[src/rtl/dht11_sched_pkg.sv]
// Shared types and constants for the DHT11 read scheduler.
package dht11_sched_pkg;

    typedef enum logic [4:0] {
        IDLE   = 5'b00001,
        GAP    = 5'b00010,
        START  = 5'b00100,
        WAIT   = 5'b01000,
        REPORT = 5'b10000
    } state_e;

    localparam int unsigned REQ_FAN  = 0;
    localparam int unsigned REQ_DISP = 1;
    localparam int unsigned N_REQ    = REQ_DISP - REQ_FAN + 1;

endpackage

[src/rtl/dht11_sched_ms_tick.sv]
// Millisecond strobe: one-cycle pulse every CLK_PER_MS clocks, phase restartable.
module dht11_sched_ms_tick #(
    parameter int CLK_PER_MS = 100_000
) (
    input  logic clk,
    input  logic reset_p,
    input  logic restart,
    output logic tick
);

    localparam int CW = $clog2(CLK_PER_MS + 1);

    logic [CW-1:0] cnt_q;
    logic [CW-1:0] cnt_d;

    always_comb begin
        tick = (cnt_q == CW'(CLK_PER_MS - 1));
        if (restart || tick) begin
            cnt_d = '0;
        end else begin
            cnt_d = cnt_q + CW'(1);
        end
    end

    always_ff @(posedge clk or posedge reset_p) begin
        if (reset_p) begin
            cnt_q <= '0;
        end else begin
            cnt_q <= cnt_d;
        end
    end

endmodule

[src/rtl/dht11_sched.sv]
// DHT11 read scheduler: arbitrates two requesters, serves fresh cache, enforces gap, retries.
module dht11_sched
    import dht11_sched_pkg::*;
#(
    parameter int CLK_PER_MS = 100_000,
    parameter int MIN_GAP_MS = 2000,
    parameter int FRESH_MS   = 1000,
    parameter int PERIOD_MS  = 3000,
    parameter int TIMEOUT_MS = 30,
    parameter int MAX_RETRY  = 2
) (
    input  logic             clk,
    input  logic             reset_p,
    input  logic [N_REQ-1:0] req,
    input  logic             auto_en,
    output logic [N_REQ-1:0] ack,
    output logic             result_ok,
    output logic             rd_start,
    input  logic             rd_done,
    input  logic             rd_ok,
    input  logic [7:0]       rd_humidity,
    input  logic [7:0]       rd_temperature,
    output logic [7:0]       humidity,
    output logic [7:0]       temperature,
    output logic             data_valid,
    output logic             busy,
    output logic [7:0]       fail_cnt
);

    localparam int RW = $clog2(MAX_RETRY + 2);
    localparam logic [15:0] GAP_LIM   = 16'(MIN_GAP_MS);
    localparam logic [15:0] FRESH_LIM = 16'(FRESH_MS);
    localparam logic [15:0] PER_LIM   = 16'(PERIOD_MS);
    localparam logic [15:0] TO_LIM    = 16'(TIMEOUT_MS);
    localparam logic [RW-1:0] RETRY_LIM = RW'(MAX_RETRY);

    state_e           state_q, state_d;
    logic [N_REQ-1:0] pend_q, pend_d;
    logic             pend_auto_q, pend_auto_d;
    logic [RW-1:0]    retry_q, retry_d;
    logic [15:0]      age_q, age_d;
    logic [15:0]      gap_q, gap_d;
    logic [15:0]      to_q, to_d;
    logic [7:0]       fail_q, fail_d;
    logic [7:0]       hum_q, hum_d;
    logic [7:0]       temp_q, temp_d;
    logic             valid_q, valid_d;
    logic [N_REQ-1:0] ack_q, ack_d;
    logic             res_q, res_d;
    logic             start_q, start_d;
    logic             busy_q, busy_d;
    logic             tick;
    logic             tick_restart;

    // Realign the ms phase on every start so gap and timeout are never short by a partial ms.
    assign tick_restart = (state_q == START);

    dht11_sched_ms_tick #(
        .CLK_PER_MS (CLK_PER_MS)
    ) u_ms_tick (
        .clk     (clk),
        .reset_p (reset_p),
        .restart (tick_restart),
        .tick    (tick)
    );

    always_comb begin
        state_d     = state_q;
        retry_d     = retry_q;
        fail_d      = fail_q;
        hum_d       = hum_q;
        temp_d      = temp_q;
        valid_d     = valid_q;
        ack_d       = '0;
        res_d       = 1'b0;
        start_d     = 1'b0;
        pend_d      = ~ack_q & (pend_q | req);
        pend_auto_d = pend_auto_q | (auto_en && (age_q >= PER_LIM));
        age_d       = (tick && (age_q != 16'hFFFF)) ? age_q + 16'd1 : age_q;
        gap_d       = (tick && (gap_q < GAP_LIM)) ? gap_q + 16'd1 : gap_q;
        to_d        = (tick && (state_q == WAIT) && (to_q < TO_LIM)) ? to_q + 16'd1 : to_q;

        case (state_q)
            IDLE: begin
                if ((|pend_q) && valid_q && (age_q < FRESH_LIM)) begin
                    state_d = REPORT;
                    ack_d   = pend_d;
                    res_d   = 1'b1;
                end else if ((|pend_q) || pend_auto_q) begin
                    state_d = GAP;
                    retry_d = '0;
                end
            end
            GAP: begin
                if (gap_q >= GAP_LIM) begin
                    state_d = START;
                    start_d = 1'b1;
                end
            end
            START: begin
                gap_d   = '0;
                to_d    = '0;
                state_d = WAIT;
            end
            WAIT: begin
                // A completed frame takes priority over a timeout in the same cycle.
                if (rd_done && rd_ok) begin
                    hum_d   = rd_humidity;
                    temp_d  = rd_temperature;
                    valid_d = 1'b1;
                    age_d   = '0;
                    state_d = REPORT;
                    ack_d   = pend_d;
                    res_d   = 1'b1;
                end else if (rd_done || (to_q >= TO_LIM)) begin
                    if (fail_q != 8'hFF) begin
                        fail_d = fail_q + 8'd1;
                    end
                    if (retry_q < RETRY_LIM) begin
                        retry_d = retry_q + RW'(1);
                        state_d = GAP;
                    end else begin
                        state_d = REPORT;
                        ack_d   = pend_d;
                        res_d   = 1'b0;
                    end
                end
            end
            REPORT: begin
                pend_auto_d = 1'b0;
                state_d     = IDLE;
            end
            default: begin
                state_d = IDLE;
            end
        endcase

        busy_d = (state_d != IDLE);
    end

    always_ff @(posedge clk or posedge reset_p) begin
        if (reset_p) begin
            state_q     <= IDLE;
            pend_q      <= '0;
            pend_auto_q <= 1'b0;
            retry_q     <= '0;
            age_q       <= '1;
            gap_q       <= GAP_LIM;
            to_q        <= '0;
            fail_q      <= '0;
            hum_q       <= '0;
            temp_q      <= '0;
            valid_q     <= 1'b0;
            ack_q       <= '0;
            res_q       <= 1'b0;
            start_q     <= 1'b0;
            busy_q      <= 1'b0;
        end else begin
            state_q     <= state_d;
            pend_q      <= pend_d;
            pend_auto_q <= pend_auto_d;
            retry_q     <= retry_d;
            age_q       <= age_d;
            gap_q       <= gap_d;
            to_q        <= to_d;
            fail_q      <= fail_d;
            hum_q       <= hum_d;
            temp_q      <= temp_d;
            valid_q     <= valid_d;
            ack_q       <= ack_d;
            res_q       <= res_d;
            start_q     <= start_d;
            busy_q      <= busy_d;
        end
    end

    assign ack         = ack_q;
    assign result_ok   = res_q;
    assign rd_start    = start_q;
    assign humidity    = hum_q;
    assign temperature = temp_q;
    assign data_valid  = valid_q;
    assign busy        = busy_q;
    assign fail_cnt    = fail_q;

endmodule

[config.mk]
export PLATFORM = sky130hd
export DESIGN_NAME = dht11_sched
export DESIGN_NICKNAME = d
export VERILOG_FILES = /design/src/rtl/dht11_sched_pkg.sv /design/src/rtl/dht11_sched_ms_tick.sv /design/src/rtl/dht11_sched.sv
export SDC_FILE = /design/constraint.sdc
export NUM_CORES = 1
export LEC_CHECK = 0
export CELL_PAD_IN_SITES_DETAIL_PLACEMENT = 0
export CELL_PAD_IN_SITES_GLOBAL_PLACEMENT = 1
export CORE_MARGIN = 2
export CORE_UTILIZATION = 30
export DETAILED_ROUTE_END_ITERATION = 16
export HOLD_SLACK_MARGIN = 0.05
export PLACE_DENSITY_LB_ADDON = 0.1
export SYNTH_ARGS = -nofsm -noshare
export SYNTH_HDL_FRONTEND = slang
export SYNTH_SLANG_ARGS = --single-unit
[constraint.sdc]
create_clock -name clk -period 4.99 [get_ports clk]
set_clock_uncertainty 0.15 [all_clocks]
set_input_delay 1.2475 -clock clk [delete_from_list [all_inputs] [get_ports clk]]
set_output_delay 1.2475 -clock clk [all_outputs]
set_load 0.01 [all_outputs]
; Word-level counts from Yosys, hierarchy flattened
; Index checks and enable logic that the tools add are counted.
[classes]
n_addsub = 6
n_mul = 0
n_div = 0
order_cmp = 7
eq_ne = 14
shift = 0
muxes = 32
bitwise = 5
n_reduce_logical = 18
[ops]
columns = cell, n
row1 = $mux 16, 7
row2 = $add 16x1->16 const B, 3
row3 = $mux 5, 6
row4 = $pmux 5 s4, 1
row5 = $mux 2, 9
row6 = $add 17x1->17 const B, 1
row7 = $eq 17x17->1 const B, 1
row8 = $mux 17, 1
row9 = $ge 16x11->1 const B, 1
row10 = $ge 16x12->1 const B, 1
row11 = $ge 16x5->1 const B, 1
row12 = $lt 16x10->1 const B, 1
row13 = $lt 16x11->1 const B, 1
row14 = $lt 16x5->1 const B, 1
row15 = $ne 16x16->1 const B, 1
row16 = $add 8x1->8 const B, 1
row17 = $logic_and 1x1->1, 8
row18 = $ne 8x8->1 const B, 1
row19 = $pmux 2 s2, 2
row20 = $ne 2x2->1 const B, 3
row21 = $reduce_and 6->1, 1
row22 = $reduce_bool 2->1, 3
row23 = $eq 5x1->1 const B, 1
row24 = $eq 5x2->1 const B, 1
row25 = other kinds (18), 25
[word_totals]
register_bits = 105
latchBits = 0
mem_bits_rw = 0
mem_bits_ro = 0
in_bits = 23
out_inout_bits = 30
elab_cells = 98
memories = 0

; Depth between registers and ports, before layout
; Gate-level depths: netlist (run 1).
[logic_depth]
word_depth = 6
depth_mapped = 8
depth_no_buf = 6

; Cells and area by module
; A second synthesis (run 1) with hierarchy kept.
[hier_totals]
cells_unflattened = 468
area_unflattened_um2 = 5011.1
[by_module_without_submodules]
columns = module, n_inst, cells_each, area_per_inst_um2, seq_area_each_um2
row1 = dht11_sched, 1, 378, 4134.0, 2230.9
row2 = dht11_sched_ms_tick, 1, 90, 877.1, 425.4

; Worst setup path after synthesis (run 1)
; Ideal clock, no wire load.
[synth_path]
kind = input -> register
from = input rd_done
to = register fail_q[1] (netlist: fail_cnt[1])
setup_ns = 0.125
arrival_time_ns = 2.273
t_required_ns = 4.715
path_slack_ns = 2.442
stages = 5
path_buffers = 1
cell_sequence = a31oi_1 and3_1 clkbuf_1 nor3_1 mux2_2
[synth_via]
elab_chain_cells = 3
elab_cells_between_ends = 4
cone_classes = bitwise (1) / reduce/logical (3)
[synth_rtl]
columns = item, line
row1 = start: declaration, dht11_sched.sv:19  ; input logic rd_done,
row2 = $logic_and 1x1->1, dht11_sched.sv:107  ; if (rd_done && rd_ok) begin
row3 = $not 1->1 (no source line), -
row4 = $reduce_and 4->1 (no source line) (*), -
row5 = end signal: assignment, dht11_sched.sv:166  ; fail_q <= fail_d;
row6 = end: declaration, dht11_sched.sv:44  ; logic [7:0] fail_q, fail_d;
; Every way passes the cells marked *; elsewhere a longest branch is shown, timed or not.
; A chain may end at the register's enable or synchronous reset.

; Worst setup path after layout (run 1)
[layout_path]
from = input rd_done
to = register age_q[2]
[layout_via]
elab_chain_cells = 3
[layout_rtl]
columns = item, line
row1 = $logic_and 1x1->1, dht11_sched.sv:107
row2 = $mux 16, dht11_sched.sv:107
row3 = $mux 16, dht11_sched.sv:83  ; case (state_q)
row4 = net age_d[2], dht11_sched.sv:41  ; logic [15:0] age_q, age_d;
row5 = end signal: assignment, dht11_sched.sv:163  ; age_q <= age_d;
row6 = end: declaration, dht11_sched.sv:41
; The timed path passes the listed nets, and every way through them passes these cells.

==> out/metrics.csv, run 1 <==
metric,value,unit
drtPass1Iterations,4,
hold_class,reg2reg,
layout_commonest_cell,nand2_1,
syn-num-nets,539,
final_core_util,36.9,%
synth_cells,508,
gp_congestion,0.709,
path_max_fanout,16,
fin_nets,590,
clk_latency,360,ps
hold_path_end,pend_q[0],
htreeDepth,3,
synth_edf_count,0,
rsz0062_at_grt,false,
synth-seq-cells,105,
avgRoutedWirePerCell,14.9,um
synth_ff_type,dfrtp_1,
max_freq,339,MHz
postCtsHoldBufs,0,
min_from,ack[0],
die_width,133,um
ctsResizeCount,0,
min_delay_path_depth,1,
tightest_slew,1040,ps
grt_overflow,0,
critPathCaptureType,flip-flop,
status,completed,
crit_required,5130,ps
antenna_found_initial,0,
slew_viol_final,0,
vias,3842,
boundaryPins,53,
setup_tns,0,ps
rr_startpoint,u_ms_tick.cnt_q[8],
hold_viol_final,0,
layout-drive-gt1-share,9.04,%
synth_async_sr_flop_share,100,%
yosysWarnings,0,
period_share,59.1,%
grt_first_pass_wirelength,20100,um
antennaDiodeCount,0,
setup_viol,0,
worstPathArrival,3080,ps
avgSynthCellArea,9.76,um^2
start_kind,input port,
cts_sinks,105,
cts_buffers,9,
reg2reg_slack,2190,ps
finalPower,1.79,mW
grt_usage,14.2,%
p_per_area,296,nW/um^2
rows,47,
drc,0,
core_area,16300,um^2
cap_violations,0,
ys_seq_area_share,53.6,%
cts_setup_buffers,0,
r2r-end,age_q[11],
drt-total-wl,11700,um
initial_utilization,30.3,%
fin_crit,2950,ps
grt_pass1_vias,3943,
ys_types,50,
clk_path_buf_depth,2,
synth_area,4960,um^2
io_buffers,52,
die-area,17600,um^2
fp.dieH,133,um
fin_hold_ws,318,ps
peakVddDrop,0.149,mV
r2r.worst_path.cells,5,
final_cell_mix,"nand2_1 (86), dfrtp_1 (82), clkdlybuf4s50_1 (52)",
ant_nets,0,
relSlewSlack,30.0,%
drt-vias-per-instance,4.90,
clockRootBuffer,clkbuf_16,
cts_tree,built,
grt_max_degree,75,
syn2layout_area_growth,21.7,%
power_leakage,2.61,nW
hpwl,7970,um
drt_iter0_drc,169,
crit_type,in2reg,
clkTransAtPathRegs,80,ps
-- per-stage QoR --
step           setup WS, ps  instance area, um^2  cells
3_5_place_dp           1630                 5730    768
4_1_cts                2010                 6030    784
2_1_floorplan           870                 4960    508
5_1_grt                1880                 6030    784
3_3_place_gp           1680                 5730    768
6_report               2040                 6030    784
-- power by group --
part / internal, mW / total, mW / switching [mW]
registers: 0.882 / 0.904 / 0.0225
clock network: 0.397 / 0.742 / 0.345
logic: 0.0653 / 0.142 / 0.0772
total: 1.34 / 1.79 / 0.445
-- worst max-delay path by stage --
| stage | slack [ps] | from | depth (start not counted) | endpoint |
|---|---|---|---|---|
| after CTS | 2010 | rd_done | 6 | age_q[3] |
| after global routing | 1880 | rd_done | 6 | age_q[3] |
| final | 2040 | rd_done | 6 | age_q[2] |
| after floorplan | 870 | reset_p | 1 | ack[0] |
| after detailed placement | 1630 | rd_done | 6 | age_q[3] |
| after global placement | 1680 | rd_done | 6 | age_q[3] |
-- worst max-delay path, cell delays in order --
cell             delay (ps)
clkdlybuf4s50_1         560
nand2_1                 120
nor2_2                  610
buf_4                   340
or4_1                   140
nand2_1                  50
-- state kept, by name, summed over array words and instances, names as in the netlist, 2 cells and up --
register / cells
humidity: 8
age_q: 16
u_ms_tick.cnt_q: 17
to_q: 16
state_q: 5
gap_q: 16
fail_cnt: 8
ack: 2
pend_q: 2
temperature: 8
retry_q: 2
-- layer usage --
layer,up-vias,GRT usage [%],share of wire [%]
li1,1890,-,-
met1,1870,20.1,51
met2,70,21.3,44
met3,12,3.10,3.9
met4,0,5.38,1.5
met5,-,0,0
-- final cells by class --
type                            instances  area (um^2)
Sequential cell                       105         2660
Clock buffer                           10          229
Timing Repair Buffer                   57          558
Fill cell                            1665        10300
Tap cell                              220          275
Inverter                               17         66.3
Multi-Input combinational cell        369         2180
Clock inverter                          6         73.8
-- kinds of logic (layout without fill, tap and decap cells) --
family	Yosys count	in the layout	synth area share (%)
AO/OA/AOI/OAI	59	59	7.72
XOR/XNOR	25	25	4.41
adder cells (fa/ha/maj)	8	8	2.02
buffers and inverters	34	90	2.62
flip-flops	105	105	53.6
multiplexers	8	8	1.64
AND/OR/NAND/NOR	269	269	28.0
-- cells in the mapped netlist, types with 2 or more instances --
cell type	instances	area share, %
a21oi_1	14	1.4
a31oi_1	3	0.38
and2_1	18	2.3
and3_1	8	1.0
and4_1	6	1.1
buf_2	2	0.20
clkbuf_1	15	1.1
dfrtp_1	82	41
dfstp_2	23	12
ha_1	8	2.0
inv_1	17	1.3
mux2i_1	7	1.4
nand2_1	86	6.5
nand2b_1	7	0.88
nand3_1	22	2.2
nand3b_1	3	0.45
nand4_1	19	2.4
nor2_1	39	3.0
nor3_1	15	1.5
nor4_1	11	1.4
o211ai_1	11	1.7
o21a_1	3	0.45
o21ai_0	7	0.71
o21ai_1	7	0.71
o31ai_1	2	0.30
or3_1	15	1.9
or4_1	12	1.8
xnor2_1	8	1.4
xor2_1	17	3.0
(Power assumes the default switching activity.)
==> inputs of run 2 (changes only) <==
Clock period 4.99 ns to 2.45 ns, I/O delays scaled along.
==> run 2 against run 1 <==
Combinational power increased by 120%. Hold slack improved by 5.4 ps. Routed wire length increased by 2.5%. Total power increased by 110%. Via count increased by 3.8%. First-iteration DRC count unchanged. Cell area increased by 6.0%. Global-route usage decreased by 0.080 points. Sequential power increased by 100%.
==> out/metrics.csv, run 2 (synthesized netlist as in run 1, its figures left out) <==
metric,value,unit
hpwl,8100,um
fin_crit,2370,ps
setup_viol,0,
multiInputGateArea,2210,um^2
power_leakage,2.81,nW
gp_congestion,0.748,
die_width,133,um
crit_type,reg2reg,
worstPathArrival,2520,ps
cts_sinks,105,
clk_path_buf_depth,2,
io_buffers,52,
crit_required,2600,ps
grt_pass1_vias,3972,
layout_commonest_cell,nand2_1,
fillCellCount,1683,
drt-vias-per-instance,4.87,
fin_hold_ws,324,ps
crit_top_cell,buf_4,
vias,3987,
fp.dieH,133,um
path_max_fanout,12,
period_share,96.9,%
largest_reg_flops,17,
hold_class,reg2reg,
drt_iter0_drc,169,
finalPower,3.75,mW
tightest_slew,449,ps
antenna_found_initial,0,
layout-drive-gt1-share,15.1,%
boundaryPins,53,
critPathCaptureType,flip-flop,
peakVddDrop,0.320,mV
p_per_area,586,nW/um^2
cts_buffers,9,
die-area,17600,um^2
cp_cell_sequence,or4_4 > nor4_4 > buf_4 > o211ai_1 > buf_4 > or4_1 > nand2_1,
hold_viol_final,0,
antennaDiodeCount,0,
top_register,u_ms_tick.cnt_q,
avgRoutedWirePerCell,14.6,um
seq_area,2660,um^2
path_delay_family,simple AND/OR/NAND/NOR gates,
start_kind,flip-flop,
postCtsHoldBufs,0,
slowest_delay,550,ps
max_freq,421,MHz
drc,0,
rsz0062_at_grt,true,
final_cell_area,6390,um^2
initial_utilization,30.3,%
final_core_util,39.1,%
cpMaxStageDelayCell,or4_4,
syn2layout_area_growth,28.9,%
drtPass1Iterations,4,
slew_viol_final,0,
grt_overflow,0,
grt_max_degree,59,
rows,47,
ant_nets,0,
cp_num_buf_inv,2,
clockRootBuffer,clkbuf_16,
grt_usage,14.1,%
relSlewSlack,70.0,%
status,completed,
cts_tree,built,
htreeDepth,3,
drt-total-wl,12000,um
grt_first_pass_wirelength,20000,um
core_area,16300,um^2
final_cell_mix,"nand2_1 (86), dfrtp_1 (82), clkdlybuf4s50_1 (52)",
clk_latency,360,ps
cap_violations,0,
place_area,6020,um^2
clkTransAtPathRegs,70,ps
fin_nets,624,
[run 2: cell count changes in the layout (fill, tap and decap cells not counted), moves of 2 or more]
cell,change
buf_12,+4
a21oi_2,+2
clkinv_4,+2
a21oi_1,-2
buf_4,+29
inv_6,-2
[run 2: layer usage]
metal / vias to the layer above / GRT usage, % / routed length, um
met4: 0 / 4.36 / 163
met3: 11 / 3.64 / 432
li1: 1956 / - / -
met1: 1968 / 19.0 / 5780
met5: - / 0 / 0
met2: 52 / 22.5 / 5600
[run 2: path summary, 6_finish.rpt]
| check | start | to | slack, ps | cells past startpoint |
|---|---|---|---|---|
| setup / recovery | u_ms_tick.cnt_q[6] | age_q[5] | 80 | 7 |
| hold / removal | ack[0] | pend_q[0] | 320 | 1 |
| setup reg to reg | u_ms_tick.cnt_q[6] | age_q[5] | 80 | 7 |
| hold reg to reg | ack[0] | pend_q[0] | 320 | 1 |
| max in group asynchronous | reset_p | gap_q[10] | 1250 | 3 |
| min in group asynchronous | reset_p | temperature[2] | 560 | 3 |
[run 2: timing repair]
action | CTS | global route
endpoints found under the setup margin | 0 | 15
buffers inserted | 0 | 2
gates resized for setup | 0 | 9
[run 2: per-stage QoR]
stage                     setup WS [ps]  setup TNS, ps  cells
after floorplan                     128              0    508
final                              76.5              0    818
after global placement            -9.39          -9.39    799
after global routing              -27.9          -57.7    818
after detailed placement           4.53              0    799
after CTS                          45.3              0    815
[run 2: where the power goes]
part	leakage [nW]	internal (mW)	switching, mW
Combinational	1.31	0.146	0.163
Clock	0.157	0.929	0.663
Sequential	1.34	1.80	0.0470
[run 2: area by class of cell]
| class | instances | area share [%] |
|---|---|---|
| inverter | 17 | 1.06 |
| clock buffer | 12 | 3.85 |
| timing repair buffer | 91 | 13.5 |
| sequential | 105 | 41.5 |
| clock inverter | 4 | 1.21 |
| tap | 220 | 4.30 |
| multi-input combinational | 369 | 34.6 |
==> inputs of run 3 (changes only) <==
--- a/config.mk
+++ b/config.mk
@@ -11,2 +11,3 @@
 export CORE_UTILIZATION = 30
+export CTS_CLUSTER_DIAMETER = 100
 export DETAILED_ROUTE_END_ITERATION = 16
==> constraint.sdc (replaced) <==
create_clock -name clk -period 2.74 [get_ports clk]
set_clock_uncertainty 0.15 [all_clocks]
set_input_delay 0.548 -clock clk [delete_from_list [all_inputs] [get_ports clk]]
set_output_delay 0.548 -clock clk [all_outputs]
set_load 0.01 [all_outputs]
==> run 3 against run 2 <==
Cell count is 2.1% lower. Die area stayed put. Utilization is 1.4 points lower. Global-route usage is 0.12 points higher. Fmax is 5.7% lower. Hold slack worse by 12 ps. Clock power is 19% lower. Sequential share of layout area is 1.6 points higher. Count of clock-buffer cells in the layout is 2 lower. First-iteration DRC count is 73% higher. Sequential cell count stayed put. Total power is 14% lower. Largest cell class unchanged. Largest power group unchanged.
==> out/metrics.csv, run 3 (synthesized netlist as in run 1, its figures left out) <==
metric,value,unit
status,completed,
critPathCaptureType,flip-flop,
min_delay_path_depth,1,
cts_tree,built,
start_kind,flip-flop,
top_register,u_ms_tick.cnt_q,
relSlewSlack,49.0,%
postCtsHoldBufs,0,
drt-total-wl,11800,um
hold_path_end,pend_q[0],
path_max_fanout,10,
grtUsageMet2,21.3,%
max_freq,397,MHz
setup_viol,0,
die_width,133,um
grt_first_pass_wirelength,20200,um
drt_iter0_drc,293,
grt_pass1_vias,3939,
min_from,ack[0],
initial_utilization,30.3,%
pre_cts_slack,105,ps
rows,47,
ant_nets,0,
final_core_util,37.7,%
clockRootBuffer,clkbuf_16,
fp.dieH,133,um
met1_usage,20.1,%
boundaryPins,53,
grt_overflow,0,
htreeDepth,3,
core_area,16300,um^2
drt-vias-per-instance,4.90,
crit_required,2880,ps
hold_class,reg2reg,
antenna_found_initial,0,
syn2layout_area_growth,24.3,%
finalPower,3.21,mW
layout_commonest_cell,nand2_1,
fin_crit,2520,ps
clkTransAtPathRegs,80,ps
grt_use_met3,3.30,%
cts_sinks,105,
place_inst,783,
die-area,17600,um^2
fin_nets,607,
layout-drive-gt1-share,11.9,%
crit_type,reg2reg,
setup_tns,0,ps
largest_reg_flops,17,
r2r.worst_path.cells,6,
ctsResizeCount,0,
reg2reg_slack,220,ps
clk_path_buf_depth,2,
grt_max_degree,106,
fin_ws,223,ps
clk_latency,360,ps
rr_startpoint,u_ms_tick.cnt_q[5],
grt-busiest-layer,met2,
antennaDiodeCount,0,
final_cell_mix,"nand2_1 (86), dfrtp_1 (82), clkdlybuf4s50_1 (52)",
cts_buffers,9,
io_buffers,52,
gp_congestion,0.727,
r2r-end,gap_q[8],
tightest_slew,758,ps
hpwl,8040,um
drc,0,
slew_viol_final,0,
grt_usage,14.2,%
p_per_area,520,nW/um^2
vias,3923,
worstPathArrival,2660,ps
drtPass1Iterations,4,
peakVddDrop,0.303,mV
hold_viol_final,0,
cap_violations,0,
period_share,91.9,%
rsz0062_at_grt,false,
avgRoutedWirePerCell,14.7,um
fin_cells,801,
power_leakage,2.70,nW
[run 3: changes by cell type in the layout (fill, tap and decap cells not counted), moves of 2 or more]
cell | previous run | this run
a21oi_2 | 2 | 0
a21oi_1 | 12 | 14
buf_4 | 34 | 21
bufinv_16 | 2 | 0
clkbuf_1 | 2 | 0
buf_12 | 4 | 1
[run 3: layout make-up]
| cell class | instances | area (um^2) |
|---|---|---|
| clock buffers | 10 | 239 |
| clock inverters | 6 | 51.3 |
| fillers | 1688 | 10200 |
| inverters | 17 | 67.6 |
| multi-input cells | 369 | 2180 |
| flip-flops and latches | 105 | 2660 |
| well taps | 220 | 275 |
| repair buffers | 74 | 698 |
[run 3: worst max path at each step]
stage / slack (ps) / endpoint / from
after floorplan: 420 / age_q[10] / u_ms_tick.cnt_q[8]
after global placement: 140 / age_q[1] / age_q[3]
after detailed placement: 100 / age_q[7] / u_ms_tick.cnt_q[5]
after CTS: 60 / age_q[7] / u_ms_tick.cnt_q[5]
after global routing: 2 / to_q[2] / u_ms_tick.cnt_q[0]
final: 220 / gap_q[8] / u_ms_tick.cnt_q[5]
[run 3: stage by stage]
stage,area [um^2],hold slack (ps)
4_1_cts,6150,317
6_report,6160,312
5_1_grt,6160,356
2_1_floorplan,4960,304
3_3_place_gp,5860,308
3_5_place_dp,5860,299
[run 3: metal layers]
metal | share of wire (%) | wire (um)
met3 | 3.5 | 415
met1 | 52 | 6070
met5 | 0 | 0
met4 | 1.8 | 217
met2 | 43 | 5070
[run 3: critical path, stage by stage (launching register included)]
cell     delay (ps)
dfrtp_1         450
or4_4           550
nor4_4          340
nand3_2         250
buf_4           240
o31a_1          290
o21a_1          180
[run 3: power by group]
part | total (mW) | switching [mW] | internal (mW)
logic | 0.264 | 0.142 | 0.122
registers | 1.65 | 0.0411 | 1.61
clock network | 1.29 | 0.638 | 0.656
[run 3: what timing repair did]
action | 4_1_cts | 5_1_grt
buffers inserted | 0 | 2
endpoints found under the setup margin | 0 | 6
endpoints found under the hold margin | 0 | 0
